`src/rtl/step_ramp_pkg.sv`:
```
// step_ramp_pkg: shared state encoding and default widths for the step ramp scheduler
package step_ramp_pkg;
  localparam int DIVIDER_BITS_DEF = 16;
  localparam int RAMP_BITS_DEF = 8;
  typedef enum logic [1:0] {
    S_IDLE   = 2'd0,
    S_ACCEL  = 2'd1,
    S_CRUISE = 2'd2,
    S_DECEL  = 2'd3
  } state_t;
endpackage

```
`src/rtl/step_period_timer.sv`:
```
// step_period_timer: free-running period counter; pulse (combinational) when count reaches period, then restarts at 0
// Ports: clk, reset (async, active-high), period, enable, restart; pulse.
module step_period_timer import step_ramp_pkg::*; #(
  parameter int W = DIVIDER_BITS_DEF
) (
  input  logic         clk,
  input  logic         reset,
  input  logic [W-1:0] period,
  input  logic         enable,
  input  logic         restart,
  output logic         pulse
);
  logic [W-1:0] count;
  // >= keeps the timer safe should the period ever shrink below the running count
  assign pulse = enable && !restart && count >= period;
  always_ff @(posedge clk or posedge reset)
    if (reset) count <= '0;
    else count <= (restart || !enable || pulse) ? '0 : count + 1'b1;
endmodule

```
`src/rtl/step_ramp_scheduler.sv`:
```
// step_ramp_scheduler: trapezoidal step-rate scheduler (accelerate, cruise, decelerate) driving a step pulse
// Ports: clk, reset (async, active-high), start, stop, start_div, target_div, ramp_interval;
//        step, cur_div, state, busy, done, and step_count when STEP_RAMP_STEP_COUNT_EN is defined.
module step_ramp_scheduler import step_ramp_pkg::*; #(
  parameter int DIVIDER_BITS = DIVIDER_BITS_DEF,
  parameter int RAMP_BITS = RAMP_BITS_DEF
) (
  input  logic                    clk,
  input  logic                    reset,
  input  logic                    start,
  input  logic                    stop,
  input  logic [DIVIDER_BITS-1:0] start_div,
  input  logic [DIVIDER_BITS-1:0] target_div,
  input  logic [RAMP_BITS-1:0]    ramp_interval,
  output logic                    step,
  output logic [DIVIDER_BITS-1:0] cur_div,
  output logic [1:0]              state,
  output logic                    busy,
  output logic                    done
`ifdef STEP_RAMP_STEP_COUNT_EN
  ,
  output logic [31:0]             step_count
`endif
);
  state_t st;
  logic [DIVIDER_BITS-1:0] start_lat, target_lat, start_c, target_c, dn, up;
  logic [RAMP_BITS-1:0] ramp_lat, ramp_cnt;
  logic go, hit, group_done;
  assign start_c = start_div == '0 ? DIVIDER_BITS'(1) : start_div;
  assign target_c = target_div == '0 ? DIVIDER_BITS'(1) : target_div;
  assign go = st == S_IDLE && start && !stop;
  assign group_done = ramp_cnt == ramp_lat;
  // saturating neighbours so the divider can never wrap past the latched limits
  assign dn = cur_div > target_lat ? cur_div - 1'b1 : target_lat;
  assign up = cur_div < start_lat ? cur_div + 1'b1 : start_lat;
  assign state = st;
  assign busy = st != S_IDLE;
  step_period_timer #(.W(DIVIDER_BITS)) u_timer (
    .clk(clk), .reset(reset), .period(cur_div), .enable(busy), .restart(go), .pulse(hit)
  );
  always_ff @(posedge clk or posedge reset) begin
    if (reset) begin
      st <= S_IDLE;
      step <= 1'b0;
      done <= 1'b0;
      cur_div <= '0;
      start_lat <= '0;
      target_lat <= '0;
      ramp_lat <= '0;
      ramp_cnt <= '0;
    end else begin
      step <= hit;
      done <= 1'b0;
      case (st)
        S_IDLE:
          if (go) begin
            start_lat <= start_c;
            target_lat <= target_c;
            ramp_lat <= ramp_interval;
            ramp_cnt <= '0;
            cur_div <= start_c;
            st <= start_c > target_c ? S_ACCEL : S_CRUISE;
          end
        S_ACCEL:
          if (stop) begin
            st <= S_DECEL;
            ramp_cnt <= '0;
          end else if (hit) begin
            ramp_cnt <= group_done ? '0 : ramp_cnt + 1'b1;
            if (group_done) begin
              cur_div <= dn;
              if (dn == target_lat) st <= S_CRUISE;
            end
          end
        S_CRUISE:
          if (stop) begin
            st <= S_DECEL;
            ramp_cnt <= '0;
          end
        S_DECEL:
          if (hit) begin
            if (cur_div >= start_lat) begin
              st <= S_IDLE;
              done <= 1'b1;
              ramp_cnt <= '0;
            end else begin
              ramp_cnt <= group_done ? '0 : ramp_cnt + 1'b1;
              if (group_done) cur_div <= up;
            end
          end
        default: st <= S_IDLE;
      endcase
    end
  end
`ifdef STEP_RAMP_STEP_COUNT_EN
  always_ff @(posedge clk or posedge reset)
    if (reset) step_count <= '0;
    else if (go) step_count <= '0;
    else if (hit && step_count != '1) step_count <= step_count + 1'b1;
`endif
endmodule

```
`config.mk`:
```
export PLATFORM = sky130hd
export DESIGN_NAME = step_ramp_scheduler
export DESIGN_NICKNAME = d
export VERILOG_FILES = /design/src/rtl/step_ramp_pkg.sv /design/src/rtl/step_period_timer.sv /design/src/rtl/step_ramp_scheduler.sv
export SDC_FILE = /design/constraint.sdc
export NUM_CORES = 1
export LEC_CHECK = 0
export CAP_MARGIN = 10
export CORE_MARGIN = 2
export CORE_UTILIZATION = 63
export DETAILED_ROUTE_END_ITERATION = 10
export GPL_ROUTABILITY_DRIVEN = 0
export PLACE_DENSITY = 0.84
export SLEW_MARGIN = 0
export SYNTH_ARGS = -nofsm -noshare
export SYNTH_HDL_FRONTEND = slang
export SYNTH_SLANG_ARGS = --single-unit
```
`constraint.sdc`:
```
create_clock -name clk -period 6.2 [get_ports clk]
set_clock_uncertainty 0.1 [all_clocks]
set_input_delay 1.24 -clock clk [delete_from_list [all_inputs] [get_ports clk]]
set_output_delay 1.24 -clock clk [all_outputs]
set_load 0.1 [all_outputs]
```
* Word level (Yosys, flattened, before mapping) *
Cells that the tools add are included.

word-level totals
  bits in registers = 84
  bits in latches = 0
  RAM bits = 0
  bits in read-only memories = 0
  bits of input ports = 44
  output and inout port bits = 21
  memories = 0

cells by class
  add/subtract/negate cells = 4
  multipliers = 0
  div/mod/pow operators = 0
  magnitude comparators = 5
  equality and inequality tests = 17
  shift operators = 0
  mux-type cells = 34
  bitwise operators = 0
  reductions and logical operators = 18

operators with widths
  operator                                             number
  two-way mux 16 bit                                   12
  two-way mux 8 bit                                    7
  case mux 16 bit (3 select lines)                     1
  adder 16 x 1 -> 16 bit (second input constant)       2
  >= comparator 16 bit                                 2
  greater-than comparator 16 bit                       2
  logical NOT 16 bit                                   2
  case mux 8 bit (4 select lines)                      1
  two-way mux 2 bit                                    9
  equality test 16 bit                                 1
  < comparator 16 bit                                  1
  inequality test 2 bit (second input constant)        8
  subtractor 16 x 1 -> 16 bit (second input constant)  1
  inequality test 3 bit (second input constant)        3
  adder 8 x 1 -> 8 bit (second input constant)         1
  equality test 8 bit                                  1
  case mux 2 bit (4 select lines)                      1
  AND reduction 8 bit                                  1
  AND reduction 7 bit                                  1
  equality test 2 bit (second input constant)          2
  logical AND 1 bit                                    4
  AND reduction 4 bit                                  1
  logical NOT 1 bit                                    3
  two-way mux 1 bit                                    3
  other kinds (7)                                      8

* Longest topological paths before layout *
  depth in word-level cells = 9
  gate-level depth with buffers = 12
  gate-level depth less buffers = 10

* Cells and area by module *
A second synthesis with hierarchy kept.

unflattened totals
  cell total of the unflattened synthesis = 853
  area, all modules = 6912.9 um^2

by module, submodules not included
  module               times used  cells an instance  area an instance (um^2)  sequential area each (um^2)
  step_ramp_scheduler  1           722                5635.4                   1701.6
  step_period_timer    1           131                1277.5                   400.4

* Worst setup path before layout *
OpenSTA, ideal clock, no wires.

  path type = reg2reg
  start = register cur_div[9]
  end = register ramp_cnt[0]
  library setup time = 0.125 ns
  data arrival time = 3.616 ns
  required time = 5.975 ns
  slack = 2.359 ns
  stages on the path, launching flop included = 11
  clock period less this slack = 3.841 ns
  cells stage by stage = dfrtp_1 -> clkinv_1 -> ha_1 -> a21o_1 -> a21oi_1 -> nor2b_1 -> a2111oi_1 -> o31ai_1 -> a21oi_1 -> nor2_1 -> mux2_2

between the ends
  cells in the longest elaborated chain, start to end = 4

RTL lines
  item                                                                                    RTL line                   source
  start: declaration                                                                      step_ramp_scheduler.sv:16  output logic [DIVIDER_BITS-1:0] cur_div,
  start signal: assignment                                                                step_ramp_scheduler.sv:61  cur_div <= start_c;
  start signal: assignment                                                                step_ramp_scheduler.sv:71  cur_div <= dn;
  start signal: assignment                                                                step_ramp_scheduler.sv:88  if (group_done) cur_div <= up;
  >= comparator 16 bit *                                                                  step_period_timer.sv:15    assign pulse = enable && !restart && count >= period;
  logical AND 1 bit *                                                                     step_period_timer.sv:15
  via hit                                                                                 step_ramp_scheduler.sv:28  logic go, hit, group_done;
  inequality test 3 bit (no source line) / inequality test 2 bit (equally long branches)  n/a
  AND reduction 4 bit (no source line) *                                                  n/a
  end signal: assignment                                                                  step_ramp_scheduler.sv:69  ramp_cnt <= group_done ? '0 : ramp_cnt + 1'b1;
  end signal: assignment                                                                  step_ramp_scheduler.sv:87  ramp_cnt <= group_done ? '0 : ramp_cnt + 1'b1;
  end: declaration                                                                        step_ramp_scheduler.sv:27  logic [RAMP_BITS-1:0] ramp_lat, ramp_cnt;

The timed path passes the listed nets; every way through them passes the cells marked *. The select of a mux whose other input is x is not followed.
A chain may end at the register's enable or synchronous reset.

* Worst setup path after layout *
  start = register st[0] (netlist: state[0])
  end = output busy

between the ends
  cells in the longest elaborated chain, start to end = 1

RTL lines
  item                      RTL line                   source
  start: declaration        step_ramp_scheduler.sv:25  state_t st;
  start signal: assignment  step_ramp_scheduler.sv:62  st <= start_c > target_c ? S_ACCEL : S_CRUISE;
  nonzero test 2 bit        step_ramp_scheduler.sv:37  assign busy = st != S_IDLE;
  end: declaration          step_ramp_scheduler.sv:18  output logic busy,

No other way between the ends.

==> results.yml <==
route:
  wl_mm: 19.0
  drc: 0
  postRouteAntennaNets: 0
  num_vias: 6210
  drtPass1Iterations: 6
  drt_iter0_markers: 647
  routedWlPerCell_um: 19.7
  avgViaCountPerCell: 6.46
setup_path:
  crit_path_cell_trace: "inv_1 -> ha_1 -> inv_1 -> clkdlybuf4s50_1"
  path_max_fanout: 9
  reg2reg_from: "cur_div[3]$_DFFE_PP0P_"
  path_class: "reg -> out"
  crit_slowest_cell: "clkdlybuf4s50_1"
  cpMostUsedCell: "inv_1"
  critPathLaunch: "state[0]$_DFFE_PP0P_"
  arrival_ps: 2590
  start_kind: "register"
  cp-end-kind: "primary output"
  required_ps: 4860
  cp_slowest_stage_delay_ps: 1180
synth:
  syn_area_um2: 6850
  ys_types: 59
  syn_nets: 902
  synth_seq_cells: 84
  postSynthAreaPerCell_um2: 8.71
  synth_cells: 786
  synth_enable_flop_cells: 0
  synth-async-reset-ratio_pct: 100
  ys_warn_count: 0
  yosysSeqAreaShare_pct: 30.7
  ys.flop_type: "dfrtp_1"
global_routing:
  grt-ovfl-total: 0
  grt_first_pass_wirelength_mm: 30.6
  antenna_found_initial: 0
  grt_usage_pct: 33.9
  grt_max_degree: 85
  grt_pass1_vias: 5998
placed_design:
  postPlaceCellArea_um2: 7490
  dpl.hpwl_mm: 14.5
  portBuffers: 64
  pre_cts_ws_ps: 2360
  place_inst: 946
timing:
  fmax_mhz: 254
  max-slew-margin-rel_pct: 22.2
  min_period_ps: 3930
  period_share_pct: 63.4
  worst_slack_ps: 2270
  report.final.hold_viol_count: 0
  rsz0062_at_grt: "false"
  slew_violations: 0
  setup_tns_ps: 0
  setup_viol: 0
  hold_slack_ps: 399
  worst_pin_slew_ps: 1160
power_and_ir_drop:
  ir_worst_vdd_mv: 0.303
  intPower_mw: 2.03
  finalPower_mw: 4.44
  pwr-share-seq_pct: 25.8
  p_per_area_nw_per_um2: 577
  power_switching_mw: 2.41
  p_sw_share_pct: 54.3
  leakage_nw: 3.45
  pwr-share-comb_pct: 64.5
  clockPowerShare_pct: 9.6
die:
  die_w_um: 108
  core_um2: 10700
  fp.dieH_um: 108
  rows: 38
  initial_core_util_pct: 64.0
  num_io_pins: 65
  die_area_um2: 11700
cts:
  numCtsBuffers: 9
  post_cts_buffers: 0
  cts.sinks: 84
  post_cts_resized: 0
  cts_buffer_depth: 2
  root_buffer: "clkbuf_8"
  htree_levels: 3
  clk-insertion-delay-late_ps: 370
  cts_hold_buffers: 0
  clk_pin_slew_ps: 90
  cts_tree: "yes"
layout:
  design_area_um2: 7700
  layout-drive-gt1-share_pct: 8.27
  fillers: 781
  regArea_um2: 2100
  syn_to_final_growth_pct: 12.4
  multi_input_area_um2: 4270
  fin_util_pct: 72.0
  stdcell_count: 962
  diodes: 0
  fin_nets: 933
hold_path:
  min_path_type: "reg -> reg"
  hold_start: "target_lat[11]$_DFFE_PP0P_"
outcome:
  status: "complete, no violations"
run:
  max-cap-violations: 0
## critical path: cells and delay by family (launching register included)
family | cells | cell delay (ps)
fa+ha+maj | 1 | 320
buf+inv | 3 | 1490
flops | 1 | 420
## area by class of cell
cell class / count / share of cell area (%)
Clock buffer: 10 / 1.79
Clock inverter: 6 / 0.894
Inverter: 71 / 3.48
Multi-Input combinational cell: 582 / 55.4
Sequential cell: 84 / 27.3
Tap cell: 140 / 2.28
Timing Repair Buffer: 69 / 8.81
## power by group through the flow
stage	Clock (mW)	Sequential, mW	Combinational (mW)
floorplan	0	1.36	1.86
global placement	0	1.13	2.71
detailed placement	0	1.14	2.80
CTS	0.429	1.13	2.82
global route	0.450	1.17	3.11
finish	0.429	1.15	2.87
## synth_stat cells, types with 2 or more instances
master / instances / area share [%]
buf_4: 4 / 0.44
nor3_1: 12 / 0.88
nor3b_1: 3 / 0.33
inv_1: 70 / 3.8
or2_2: 4 / 0.37
and3_1: 12 / 1.1
o311ai_0: 2 / 0.26
clkbuf_1: 35 / 1.9
or4_4: 2 / 0.33
xor2_1: 14 / 1.8
buf_2: 6 / 0.44
a2111oi_0: 3 / 0.38
xnor2_1: 43 / 5.5
a21oi_1: 42 / 3.1
dfrtp_1: 84 / 31
nor2_1: 58 / 3.2
a22oi_1: 5 / 0.55
a211o_1: 4 / 0.51
nand4_1: 22 / 2.0
xnor3_1: 2 / 0.66
o31ai_1: 3 / 0.33
mux2i_1: 15 / 2.2
mux2_2: 31 / 5.1
o21ai_1: 2 / 0.15
ha_1: 72 / 13
a2bb2oi_1: 2 / 0.26
nand2_1: 57 / 3.1
buf_1: 2 / 0.11
buf_6: 2 / 0.33
a211oi_1: 14 / 1.5
nand3_1: 29 / 2.1
o21ai_0: 43 / 3.1
nor4_1: 12 / 1.1
a311oi_1: 2 / 0.26
a21o_1: 9 / 0.99
nor4_4: 2 / 0.62
nand2b_1: 3 / 0.27
o22ai_1: 3 / 0.27
a22o_1: 11 / 1.4
o211ai_1: 9 / 0.99
nor2b_1: 12 / 1.1
and4_1: 3 / 0.38
o21a_1: 4 / 0.44
nand3b_1: 2 / 0.22
## sequential cells by signal, indices dropped and copies added (netlist names)
| register | cells |
|---|---|
| done | 1 |
| target_lat | 16 |
| cur_div | 16 |
| ramp_cnt | 8 |
| ramp_lat | 8 |
| state | 2 |
| u_timer.count | 16 |
| step | 1 |
| start_lat | 16 |
## metal layers
layer | routed length, um | vias up | GRT usage (%) | part of all wire (%)
met5 | 0 | - | 0 | 0
met4 | 511 | 0 | 11.1 | 2.7
met3 | 1690 | 54 | 5.61 | 8.9
met2 | 8880 | 320 | 54.8 | 47
met1 | 7880 | 2979 | 46.7 | 42
li1 | - | 2857 | - | -
## logic make-up (layout without fill, tap and decap cells)
family | Yosys count | count (layout) | synth area share (%)
fa+ha+maj | 72 | 72 | 13.2
buf+inv | 120 | 156 | 7.13
xor+xnor | 59 | 59 | 7.95
flops | 84 | 84 | 30.7
mux | 46 | 46 | 7.29
simple gates | 235 | 235 | 17.4
compound gates | 170 | 170 | 16.4
## cell usage in the layout, fill, tap and decap left out, drive strengths merged, types with 15 or more instances in the layout
cell type      Yosys  final
nand2             57     57
nor4              15     15
o21ai             45     45
ha                72     72
dfrtp             84     84
nand3             29     29
nor2              58     58
nand4             22     22
mux2              31     31
xnor2             43     43
a21oi             42     42
mux2i             15     15
clkdlybuf4s50      0     64
inv               70     72
## final timing paths
| kind | end | slack [ps] | depth (start not counted) |
|---|---|---|---|
| min in group asynchronous | ramp_cnt[3]$_DFFE_PP0P_ | 1440 | 3 |
| worst min register to register | target_lat[11]$_DFFE_PP0P_ | 400 | 2 |
| worst max register to register | cur_div[4]$_DFFE_PP0P_ | 2280 | 10 |
| max in group asynchronous | start_lat[8]$_DFFE_PP0P_ | 3880 | 3 |
| worst min-delay path | target_lat[11]$_DFFE_PP0P_ | 400 | 2 |
| worst max-delay path | busy | 2270 | 4 |
(Power assumes the default switching activity.)
